--- src/rtl/mixer_pkg.sv ---
// Shared constants, FSM state type and quotient saturation for the mix controller slice.
package mixer_pkg;
   localparam int NUM_CH    = 12;
   localparam int SAMPLE_W  = 8;
   localparam int SUM_W     = 12;
   localparam int COUNT_W   = 4;
   localparam int DIV_STEPS = 12;
   localparam logic [SAMPLE_W-1:0] SILENCE = 8'h80;

   typedef enum logic [1:0] {
      IDLE    = 2'd0,
      CAPTURE = 2'd1,
      DIVIDE  = 2'd2,
      DONE    = 2'd3
   } mix_state_t;

   // Averages never legitimately exceed 8 bits; clamp rather than wrap if they do.
   function automatic logic [SAMPLE_W-1:0] sat_quotient(input logic [SUM_W-1:0] q);
      return (|q[SUM_W-1:SAMPLE_W]) ? {SAMPLE_W{1'b1}} : q[SAMPLE_W-1:0];
   endfunction
endpackage

--- src/rtl/mix_controller_if.sv ---
// Tick/enable/result bundle between the mix controller, its host and the signal mixer.
interface mix_controller_if;
   import mixer_pkg::*;

   logic                sample_tick;
   logic [NUM_CH-1:0]   channel_enable;
   logic [SUM_W-1:0]    mix_sum;
   logic [COUNT_W-1:0]  mix_count;
   logic [NUM_CH-1:0]   sample_enable;
   logic [SAMPLE_W-1:0] sample_out;
   logic                sample_valid;
   logic                busy;
   logic                overrun;

   modport master (
      output sample_tick, channel_enable, mix_sum, mix_count,
      input  sample_enable, sample_out, sample_valid, busy, overrun
   );

   modport slave (
      input  sample_tick, channel_enable, mix_sum, mix_count,
      output sample_enable, sample_out, sample_valid, busy, overrun
   );
endinterface

--- src/rtl/mix_controller_divider.sv ---
// Restoring unsigned divider, one quotient bit per cycle for DIV_STEPS cycles after start.
// done is combinational: high in the cycle whose closing edge writes the final quotient bit.
module mix_divider
   import mixer_pkg::*;
(
   input  logic               clk,
   input  logic               rst,
   input  logic               start,
   input  logic [SUM_W-1:0]   dividend,
   input  logic [COUNT_W-1:0] divisor,
   output logic [SUM_W-1:0]   quotient,
   output logic               done
);
   localparam logic [COUNT_W-1:0] STEPS = COUNT_W'(DIV_STEPS);

   logic [SUM_W-1:0]   quo_q;
   logic [COUNT_W-1:0] rem_q;
   logic [COUNT_W-1:0] div_q;
   logic [COUNT_W-1:0] step_q;
   logic [COUNT_W:0]   trial;
   logic [COUNT_W:0]   diff;
   logic               fits;

   assign trial = {rem_q, quo_q[SUM_W-1]};
   assign diff  = trial - {1'b0, div_q};
   assign fits  = (trial >= {1'b0, div_q});

   // Remainder stays below the divisor, so it always fits back into COUNT_W bits.
   always_ff @(posedge clk) begin
      if (rst) begin
         quo_q  <= '0;
         rem_q  <= '0;
         div_q  <= '0;
         step_q <= '0;
      end else if (start) begin
         quo_q  <= dividend;
         rem_q  <= '0;
         div_q  <= divisor;
         step_q <= STEPS;
      end else if (step_q != '0) begin
         step_q <= step_q - 1'b1;
         quo_q  <= {quo_q[SUM_W-2:0], fits};
         rem_q  <= fits ? diff[COUNT_W-1:0] : trial[COUNT_W-1:0];
      end
   end

   assign quotient = quo_q;
   assign done     = (step_q == COUNT_W'(1));
endmodule

--- src/rtl/mix_controller.sv ---
// Averages the mixer sum over the active channel count on each accepted sample_tick.
// Latency 14 cycles tick-to-valid via the divider, 2 for 0/1 channels; no back-pressure, busy ticks dropped into overrun.
module mix_controller
   import mixer_pkg::*;
(
   input  logic             clk,
   input  logic             rst,
   mix_controller_if.slave  mix
);
   mix_state_t          state_q, state_d;
   logic                div_start;
   logic                div_done;
   logic [SUM_W-1:0]    quotient;
   logic [SAMPLE_W-1:0] sum_lo_q;
   logic [COUNT_W-1:0]  count_q;
   logic [NUM_CH-1:0]   enable_q;
   logic [SAMPLE_W-1:0] out_q;
   logic                valid_q;
   logic                overrun_q;
   logic [SAMPLE_W-1:0] result;

   always_ff @(posedge clk) begin
      if (rst) state_q <= IDLE;
      else     state_q <= state_d;
   end

   always_comb begin
      state_d   = state_q;
      div_start = 1'b0;
      case (state_q)
         IDLE:    if (mix.sample_tick) state_d = CAPTURE;
         CAPTURE: begin
            div_start = (mix.mix_count >= COUNT_W'(2));
            state_d   = div_start ? DIVIDE : DONE;
         end
         DIVIDE:  if (div_done) state_d = DONE;
         DONE:    state_d = IDLE;
         default: state_d = IDLE;
      endcase
   end

   mix_divider u_div (
      .clk      (clk),
      .rst      (rst),
      .start    (div_start),
      .dividend (mix.mix_sum),
      .divisor  (mix.mix_count),
      .quotient (quotient),
      .done     (div_done)
   );

   always_comb begin
      result = sat_quotient(quotient);
      if (count_q == '0)             result = SILENCE;
      else if (count_q == COUNT_W'(1)) result = sum_lo_q;
   end

   always_ff @(posedge clk) begin
      if (rst) begin
         enable_q  <= '0;
         out_q     <= SILENCE;
         valid_q   <= 1'b0;
         overrun_q <= 1'b0;
         sum_lo_q  <= '0;
         count_q   <= '0;
      end else begin
         valid_q <= 1'b0;
         if (mix.sample_tick) begin
            if (state_q == IDLE) enable_q  <= mix.channel_enable;
            else                 overrun_q <= 1'b1;
         end
         if (state_q == CAPTURE) begin
            sum_lo_q <= mix.mix_sum[SAMPLE_W-1:0];
            count_q  <= mix.mix_count;
         end
         if (state_q == DONE) begin
            out_q   <= result;
            valid_q <= 1'b1;
         end
      end
   end

   assign mix.sample_enable = enable_q;
   assign mix.sample_out    = out_q;
   assign mix.sample_valid  = valid_q;
   assign mix.busy          = (state_q != IDLE);
   assign mix.overrun       = overrun_q;
endmodule

--- src/flat_wrapper.sv ---
// flat-port wrapper written by rule: the top's interface ports become plain ports
module mix_controller_flat import mixer_pkg::*;
  (clk, rst, mix_sample_tick, mix_channel_enable, mix_mix_sum, mix_mix_count, mix_sample_enable, mix_sample_out, mix_sample_valid, mix_busy, mix_overrun);
  mix_controller_if mix_i ();
  input  logic clk;
  input  logic rst;
  input wire logic [$bits(mix_i.sample_tick)-1:0] mix_sample_tick;
  input wire logic [$bits(mix_i.channel_enable)-1:0] mix_channel_enable;
  input wire logic [$bits(mix_i.mix_sum)-1:0] mix_mix_sum;
  input wire logic [$bits(mix_i.mix_count)-1:0] mix_mix_count;
  output wire logic [$bits(mix_i.sample_enable)-1:0] mix_sample_enable;
  output wire logic [$bits(mix_i.sample_out)-1:0] mix_sample_out;
  output wire logic [$bits(mix_i.sample_valid)-1:0] mix_sample_valid;
  output wire logic [$bits(mix_i.busy)-1:0] mix_busy;
  output wire logic [$bits(mix_i.overrun)-1:0] mix_overrun;
  assign mix_i.sample_tick = mix_sample_tick;
  assign mix_i.channel_enable = mix_channel_enable;
  assign mix_i.mix_sum = mix_mix_sum;
  assign mix_i.mix_count = mix_mix_count;
  assign mix_sample_enable = mix_i.sample_enable;
  assign mix_sample_out = mix_i.sample_out;
  assign mix_sample_valid = mix_i.sample_valid;
  assign mix_busy = mix_i.busy;
  assign mix_overrun = mix_i.overrun;
  mix_controller u_core (.clk(clk), .rst(rst), .mix(mix_i));
endmodule
--- config.mk ---
export PLATFORM = sky130hd
export DESIGN_NAME = mix_controller_flat
export DESIGN_NICKNAME = d
export VERILOG_FILES = /design/src/rtl/mixer_pkg.sv /design/src/rtl/mix_controller_if.sv /design/src/rtl/mix_controller_divider.sv /design/src/rtl/mix_controller.sv /design/src/flat_wrapper.sv
export SDC_FILE = /design/constraint.sdc
export NUM_CORES = 1
export LEC_CHECK = 0
export CAP_MARGIN = 20
export CORE_MARGIN = 5
export CORE_UTILIZATION = 51
export CTS_CLUSTER_SIZE = 16
export DETAILED_ROUTE_END_ITERATION = 12
export HOLD_SLACK_MARGIN = 0.03
export MAX_ROUTING_LAYER = met4
export PLACE_DENSITY = 0.79
export SYNTH_ARGS = -nofsm -noshare
export SYNTH_HDL_FRONTEND = slang
export SYNTH_SLANG_ARGS = --single-unit
--- constraint.sdc ---
create_clock -name clk -period 1.86 [get_ports clk]
set_input_delay 0.186 -clock clk [delete_from_list [all_inputs] [get_ports clk]]
set_output_delay 0.186 -clock clk [all_outputs]
set_load 0.01 [all_outputs]
==> qor.yml, run 1 <==
power:
  p_total_uw: 5890
  ir_worst_vdd_mv: 1.03
  power.density_mw_per_mm2: 1660
  power_leakage_uw: 0.00137
cts:
  cts.sinks: 60
  clockBufferDepth: 2
  htreeDepth: 3
  numCtsBuffers: 9
  cts-root-buf: "clkbuf_8"
  post-cts-setup-buffer-count: 0
  clock_insertion_delay_worst_skew_ns: 0.33
  postCtsHoldBufs: 0
  cts_tree: "done"
  clk_pin_slew_ns: 0.07
setup_path:
  critPathLaunchType: "register"
  r2r_start: "u_core.u_div.div_q[2]$_SDFFE_PP0P_"
  path_max_fanout: 4
  critical_path_required_ns: 2.12
  crit_path_start: "u_core.u_div.div_q[2]$_SDFFE_PP0P_"
  crit_arrival_ns: 2.01
  critPathCapture: "u_core.u_div.rem_q[0]$_SDFFE_PP0P_"
  crit_type: "register to register"
  r2r_slack_ns: 0.12
  worstSetupEndpointType: "register"
  r2r_end: "u_core.u_div.rem_q[0]$_SDFFE_PP0P_"
  r2r_cells: 7
floorplan:
  die_w_um: 82.0
  rows: 26
  core_mm2: 0.00507
  dieArea_mm2: 0.00672
  die_h_um: 82.0
  ios: 54
  initial_core_util: 0.520
synth:
  ys_ff_latch: 60
  syn_nets: 362
  yosys_warnings: 0
  avgSynthCellArea_um2: 8.25
  synthesis.area_mm2: 0.00264
  yosysTopAreaCellShare: 0.455
  syn_inst: 320
  yosys.cell_types.count: 39
  ys_seq_area_frac: 0.455
  synth_area_leaders: "dfxtp_1, nand2_1, nor2_1"
  yosys.area.top_type: "dfxtp_1"
job:
  cap_violations: 0
global_routing:
  gr-usage-met1: 0.228
  grt.total_usage: 0.200
  gr-max-usage-layer: "met2"
  grt_use_met2: 0.324
  antenna_found_initial: 0
  grtUsageMet3: 0.0625
  grt_pass1_wl_um: 10000
  grt_pass1_vias: 2295
  grt-ovfl-total: 0
  grt_max_degree: 21
timing:
  hold_violations: 0
  rsz0062_at_grt: "false"
  min_period_ns: 1.74
  finalSetupTns_ns: 0
  holdWs_ns: 0.404
  skew_ns: 0.00764
  period_share: 0.937
  slew_violations: 0
  max_freq_mhz: 574
  finalSetupViolCount: 0
  worst_slew_pin_slew_ns: 0.501
  slew_headroom: 0.665
cells_and_area:
  seqCellArea_mm2: 0.00120
  n_fill_cell: 408
  drive_gt1_frac: 0.102
  syn2layout_area_growth_pct: 34.1
  fin_cells: 452
  fin_nets: 419
  final_cell_mix: "nand2_1, dfxtp_1, clkdlybuf4s50_1, nor2_1, a21oi_1"
  diodes: 0
  multi_input_area_mm2: 0.00134
  final_common_cell: "nand2_1"
min_path:
  min_path_type: "primary input to register"
  holdPathStages: 3
placement:
  dp_hpwl_um: 4400
  dp.cells: 436
  port_buffers: 53
  gp_congestion: 0.887
drt:
  first_iter_violations: 167
  antenna_left: 0
  vias_per_cell: 5.21
  routed_wl_um: 6120
  routedWlPerCell_um: 13.5
  drc: 0
  first_pass_iters: 4
  vias: 2357
outcome:
  outcome: "complete, no violations"
[repair_timing]
action | 4_1_cts | 5_1_grt
resized for setup | 2 | 4
pin swaps | 0 | 0
endpoints found under the setup margin | 1 | 4
[worst min-delay path by stage]
stage / from / end / slack [ns]
floorplan: rst / u_core.mix.sample_valid$_SDFF_PP0_ / 0.26
global placement: u_core.mix.sample_out[6]$_SDFFE_PP0P_ / u_core.mix.sample_out[6]$_SDFFE_PP0P_ / 0.43
global route: mix_channel_enable[7] / u_core.mix.sample_enable[7]$_SDFFE_PP0P_ / 0.38
CTS: mix_channel_enable[7] / u_core.mix.sample_enable[7]$_SDFFE_PP0P_ / 0.38
detailed placement: u_core.mix.sample_enable[6]$_SDFFE_PP0P_ / u_core.mix.sample_enable[6]$_SDFFE_PP0P_ / 0.45
finish: mix_channel_enable[7] / u_core.mix.sample_enable[7]$_SDFFE_PP0P_ / 0.40
[stage by stage]
stage	instance area (µm²)	utilization	setup slack [ns]
2_1_floorplan	2640	-	0.175
3_3_place_gp	3280	0.645	0.123
3_5_place_dp	3280	0.645	0.0834
4_1_cts	3530	0.695	0.0822
5_1_grt	3540	0.698	0.0208
6_report	3540	0.698	0.116
[final cells by class]
class / count / area share
Clock buffer: 12 / 0.0438
Clock inverter: 4 / 0.0268
Inverter: 12 / 0.0127
Multi-Input combinational cell: 230 / 0.379
Sequential cell: 60 / 0.340
Tap cell: 70 / 0.0247
Timing Repair Buffer: 64 / 0.173
[sequential cells by signal, indices dropped and copies added, names as in the netlist]
register                  flops
u_core.count_q                4
u_core.mix.overrun            1
u_core.mix.sample_enable     12
u_core.mix.sample_out         8
u_core.mix.sample_valid       1
u_core.state_q                2
u_core.sum_lo_q               8
u_core.u_div.div_q            4
u_core.u_div.quotient        12
u_core.u_div.rem_q            4
u_core.u_div.step_q           4
[worst max-delay path: stages, from the launching register on]
cell	delay, ns
dfxtp_1	0.32
inv_1	0.07
ha_4	0.29
or2_1	0.11
a211oi_2	0.09
or2_4	0.26
or4_1	0.47
nand3_1	0.07
[report_power, final]
part | switching, µW | internal, µW | total (µW)
Clock | 492 | 962 | 1450
Combinational | 1420 | 1110 | 2530
Sequential | 250 | 1650 | 1900
[Yosys cell counts]
master	instances
a21oi_1	27
or4_4	1
a311oi_1	11
ha_1	10
nand3b_1	1
nor3_1	3
and2_1	2
a2111oi_0	1
inv_1	12
a211oi_2	1
buf_2	6
a21oi_4	1
o32ai_1	2
nand2b_1	6
dfxtp_1	60
nand3_1	2
nor2_1	37
a2bb2oi_1	1
or3_1	1
o41ai_1	1
or2_4	1
nor4b_1	1
or2_1	1
buf_1	2
clkbuf_1	10
o31ai_2	1
o211ai_2	1
nor2b_1	1
a21oi_2	1
xor2_1	2
o21ai_0	20
mux2_2	1
xnor2_1	1
a211oi_1	2
nand2_1	73
or4_1	2
mux2i_1	12
nand4_1	1
fa_1	1
[cell families (layout without fill, tap and decap cells)]
group,Yosys count,count (layout),share of synthesized area
buffers and inverters,30,92,0.0455
muxes,13,13,0.0497
xor gates and xnor gates,3,3,0.00995
and+or+nand+nor,133,133,0.214
adders and majority gates,11,11,0.0550
AOI/OAI and AO/OA,70,70,0.171
DFF,60,60,0.455
[metal layers]
layer | up-vias | wire length, µm
met4 | 0 | 77
met5 | - | 0
li1 | 1204 | -
met2 | 72 | 2890
met3 | 10 | 454
met1 | 1071 | 2700
Note: power is estimated with default switching activity, not from simulation.
==> inputs of run 2 (changes only) <==
- CAP_MARGIN: 20 -> unset
==> results of run 2 <==
Final layout, timing and power as in run 1 (identical DEF).
==> inputs of run 3 (changes only) <==
- GPL_ROUTABILITY_DRIVEN: unset -> 0
==> results of run 3 <==
Final layout, timing and power as in run 1 (identical DEF).
